## config.mk

```make
export PLATFORM = sky130hd
export DESIGN_NAME = demux_1xn_stream
export DESIGN_NICKNAME = d
export VERILOG_FILES = /design/src/rtl/demux_1xn_stream.sv
export SDC_FILE = /design/constraint.sdc
export NUM_CORES = 1
export LEC_CHECK = 0
export CELL_PAD_IN_SITES_DETAIL_PLACEMENT = 1
export CELL_PAD_IN_SITES_GLOBAL_PLACEMENT = 2
export CORE_ASPECT_RATIO = 0.75
export CORE_MARGIN = 2
export CORE_UTILIZATION = 30
export DETAILED_ROUTE_END_ITERATION = 12
export GPL_TIMING_DRIVEN = 0
export PLACE_DENSITY = 0.92
export SYNTH_ARGS = -nofsm -noshare
export SYNTH_HDL_FRONTEND = slang
export SYNTH_SLANG_ARGS = --single-unit
```

## constraint.sdc

```tcl
create_clock -name clk -period 3.2 [get_ports clk]
set_input_delay 0.64 -clock clk [delete_from_list [all_inputs] [get_ports clk]]
set_output_delay 0.64 -clock clk [all_outputs]
set_load 0.01 [all_outputs]
```

## src/rtl/demux_1xn_stream.sv

```systemverilog
// rtl/demux_1xn_stream.sv - registered 1:N valid/ready stream demultiplexer; optional broadcast via DEMUX_BCAST_EN
module demux_1xn_stream #(
    parameter int N     = 4,
    parameter int WIDTH = 8,
    localparam int SEL_W = $clog2(N)
) (
    input  logic                 clk,
    input  logic                 rst_n,
    input  logic [WIDTH-1:0]     in_data,
    input  logic [SEL_W-1:0]     in_sel,
    input  logic                 in_valid,
`ifdef DEMUX_BCAST_EN
    input  logic                 in_bcast,
`endif
    output logic                 in_ready,
    output logic [N*WIDTH-1:0]   out_data,
    output logic [N-1:0]         out_valid,
    input  logic [N-1:0]         out_ready,
    output logic                 sel_err
);

    typedef enum logic {
        CH_EMPTY = 1'b0,
        CH_FULL  = 1'b1
    } ch_state_e;

    // N widened by one bit so the range test also works when N is a power of two
    localparam logic [SEL_W:0] N_EXT = (SEL_W+1)'(N);

    ch_state_e        state_q [N];
    ch_state_e        state_d [N];
    logic [WIDTH-1:0] data_q  [N];
    logic [WIDTH-1:0] data_d  [N];
    logic             sel_err_q;
    logic             sel_err_d;

    logic             bcast;
    logic             sel_in_range;
    logic [N-1:0]     sel_oh;
    logic [N-1:0]     can_acc;
    logic [N-1:0]     load;
    logic             xfer;

`ifdef DEMUX_BCAST_EN
    assign bcast = in_bcast;
`else
    assign bcast = 1'b0;
`endif

    // Decode the destination and work out which channels could take a word this cycle
    always_comb begin
        sel_in_range = ({1'b0, in_sel} < N_EXT);
        sel_oh       = '0;
        can_acc      = '0;
        for (int c = 0; c < N; c++) begin
            // A full channel frees its slot in the same cycle its consumer takes the word
            can_acc[c] = (state_q[c] == CH_EMPTY) | out_ready[c];
            sel_oh[c]  = ({1'b0, in_sel} == (SEL_W+1)'(c));
        end
    end

    // Input handshake: out-of-range words are always accepted and dropped; broadcast is all-or-nothing
    always_comb begin
        in_ready = 1'b1;
        if (bcast) begin
            in_ready = &can_acc;
        end else if (sel_in_range) begin
            in_ready = |(sel_oh & can_acc);
        end
        xfer      = in_valid & in_ready;
        load      = {N{xfer}} & (bcast ? {N{1'b1}} : sel_oh);
        sel_err_d = xfer & ~bcast & ~sel_in_range;
    end

    // Per-channel EMPTY/FULL next state and data capture
    always_comb begin
        for (int c = 0; c < N; c++) begin
            state_d[c] = state_q[c];
            data_d[c]  = data_q[c];
            case (state_q[c])
                CH_EMPTY: begin
                    if (load[c]) begin
                        state_d[c] = CH_FULL;
                    end
                end
                CH_FULL: begin
                    // Drained and not refilled: go empty; drained and refilled: stay full
                    if (out_ready[c] && !load[c]) begin
                        state_d[c] = CH_EMPTY;
                    end
                end
                default: begin
                    state_d[c] = CH_EMPTY;
                end
            endcase
            if (load[c]) begin
                data_d[c] = in_data;
            end
        end
    end

    // State, data and error-pulse registers; reset empties every channel at once
    always_ff @(posedge clk or negedge rst_n) begin
        if (!rst_n) begin
            for (int c = 0; c < N; c++) begin
                state_q[c] <= CH_EMPTY;
                data_q[c]  <= '0;
            end
            sel_err_q <= 1'b0;
        end else begin
            for (int c = 0; c < N; c++) begin
                state_q[c] <= state_d[c];
                data_q[c]  <= data_d[c];
            end
            sel_err_q <= sel_err_d;
        end
    end

    for (genvar c = 0; c < N; c++) begin : gen_out
        assign out_data[c*WIDTH +: WIDTH] = data_q[c];
        assign out_valid[c]               = (state_q[c] == CH_FULL);
    end

    assign sel_err = sel_err_q;

endmodule

```

==> results_dict.tcl <==
set metrics [dict create \
    crit_fanout 3 \
    finalHoldViolCount 0 \
    synth_seq_cells 36 \
    cp.arrival_ns 2.20 \
    grt_usage_pct 14.4 \
    drt_wl_total_um 3470 \
    root_buffer "clkbuf_8" \
    synth_area_leaders "dfrtp_1 64%, mux2_2 26%, nand2b_1 1.8%" \
    synth-edff-count 0 \
    syn_area_per_cell_um2 15.7 \
    max-vdd-ir-drop_uv 313 \
    synth.most_common_cell "dfrtp_1" \
    p_leak_uw 0.000889 \
    yosysSeqAreaShare_pct 63.8 \
    syn-num-nets 107 \
    grt_max_degree 37 \
    fin_crit_ns 2.84 \
    area_growth_pct 49.2 \
    fill_cells 457 \
    synthesis.area_um2 1410 \
    fin_util_pct 46.9 \
    synthFlopType "dfrtp_1" \
    worstMarginPinSlew_ns 0.814 \
    hp-class "in2async" \
    drcViolationCount 0 \
    die-area_um2 5280 \
    slew_violations 0 \
    io_buffers 52 \
    tns_ns 0 \
    fp-row-count 21 \
    viasPerCell 4.54 \
    finClkSkew_ns 0.00471 \
    io_pins 55 \
    synthTopCellsByCount "36 x dfrtp_1, 32 x mux2_2, 5 x nand2_1, 4 x nand2b_1, 3 x buf_2" \
    synthCells 90 \
    max_freq_ghz 0.352 \
    coreArea_um2 4490 \
    ys_async_sr_fraction_pct 100 \
    crit_path_start_kind "input port" \
    clock_latency_ns 0.28 \
    synth_area_leader_cell "dfrtp_1" \
    place_congestion 0.706 \
    htreeDepth 2 \
    yosysUniqueCellTypes 14 \
    die_h_um 63.4 \
    grt_pass1_wl_um 5650 \
    final_antenna_net_count 0 \
    cts_tree "done" \
    clkSinkCount 36 \
    rsz0062_at_grt "false" \
    drv_cap 0 \
    post-synth-top-area-fraction_pct 63.8 \
    cts_hold_buf 0 \
    synth-warning-count 0 \
    drive_above_1_share_pct 31.3 \
    wire_per_inst_um 16.8 \
    cts_buffers 5 \
    nets 166 \
    cp-end-kind "output port" \
    drt-initial-drc-count 16 \
    grt_remaining_overflow 0 \
    cts-resized-gates 0 \
    num_antenna_cells 0 \
    num_vias 940 \
    die_x_um 83.2 \
    grt_antenna_before_repair 0 \
    status "complete, no violations" \
    maxSlewHeadroom_pct 45.8 \
    power.density_nw_per_um2 646 \
    crit_required_ns 2.56 \
    p_total_uw 1360 \
    fin_cells 207 \
    initial_core_util_pct 31.4 \
    clk_path_buf_depth 2 \
    finalCritPeriodShare_pct 88.9 \
    dr.pass1.iters 4 \
    cts_setup_buffers 0 \
    hpwl_um 2500 \
    critical_path_class "in2out" \
    setup_violations 0 \
    placedCellCount 199 \
    grt_pass1_vias 1065 \
    path_clk_slew_ns 0.07 \
]
-- worst max-delay path, stage by stage --
cell and delay [ns]:
clkdlybuf4s50_1 0.40, nand2b_1 0.18, mux4_2 0.49, clkdlybuf4s50_1 0.49
-- power by group --
group	internal (uW)	switching [uW]
Sequential	545	48.8
Clock	231	160
Combinational	238	137
Total	1010	346
-- sequential cells by signal, summed over array words and instances (netlist names) --
| register | cells |
|---|---|
| out_valid | 4 |
| out_data | 32 |
-- metal layers --
layer	track usage, %	vias to the layer above	wire length, um	part of all wire, %
met1	17.5	470	1510	43
met5	0	-	0	0
li1	-	429	-	-
met4	4.92	0	40	1.2
met3	6.03	5	292	8.4
met2	23.1	36	1630	47
-- placed cells by master (no fill, tap or decap), drive strengths merged --
cell type	count
nor2b	2
mux2	32
clkbuf	6
clkinv	1
nand2b	4
clkdlybuf4s50	51
and3	1
nor3b	1
mux4	1
nand3	1
bufinv	1
o21ai	1
conb	1
dfrtp	36
nand2	5
buf	5
nand3b	1
-- per-stage QoR --
stage	instance area (um^2)	worst slack, ns	hold WS (ns)
finish	2110	0.355	0.443
global route	2110	0.322	0.469
CTS	2110	0.350	0.463
detailed placement	2000	0.348	0.493
global placement	2000	0.370	0.490
floorplan	1410	1.22	0.344
-- layout make-up --
cell class / instances / area, um^2 / area share [%]
timing repair buffer: 52 / 515 / 24.5
multi-input combinational: 50 / 489 / 23.2
sequential: 36 / 901 / 42.8
clock inverter: 2 / 35.0 / 1.66
tap: 57 / 71.3 / 3.38
buffer: 4 / 22.5 / 1.07
clock buffer: 6 / 72.6 / 3.44
-- kinds of logic (layout without fill, tap and decap cells) --
family                 after synthesis  count (layout)  synth area share [%]
AOI/OAI and AO/OA                    1               1                 0.354
and+or+nand+nor                     15              15                  6.91
DFF                                 36              36                  63.8
muxes                               33              33                  27.1
buffers and inverters                4              64                  1.59
other                                1               1                 0.265
-- worst paths after layout --
| check | from | to | slack, ns | cells past startpoint |
|---|---|---|---|---|
| max | out_ready[3] | in_ready | 0.36 | 4 |
| min | rst_n | out_data[23] | 0.44 | 1 |
| max reg2reg | out_valid[2] | out_data[20] | 1.67 | 3 |
| min reg2reg | out_data[3] | out_data[3] | 0.50 | 1 |
| max in group asynchronous | rst_n | out_data[10] | 2.24 | 1 |
| min in group clk | out_data[3] | out_data[3] | 0.50 | 1 |
Power figures use the tool's default switching activity.
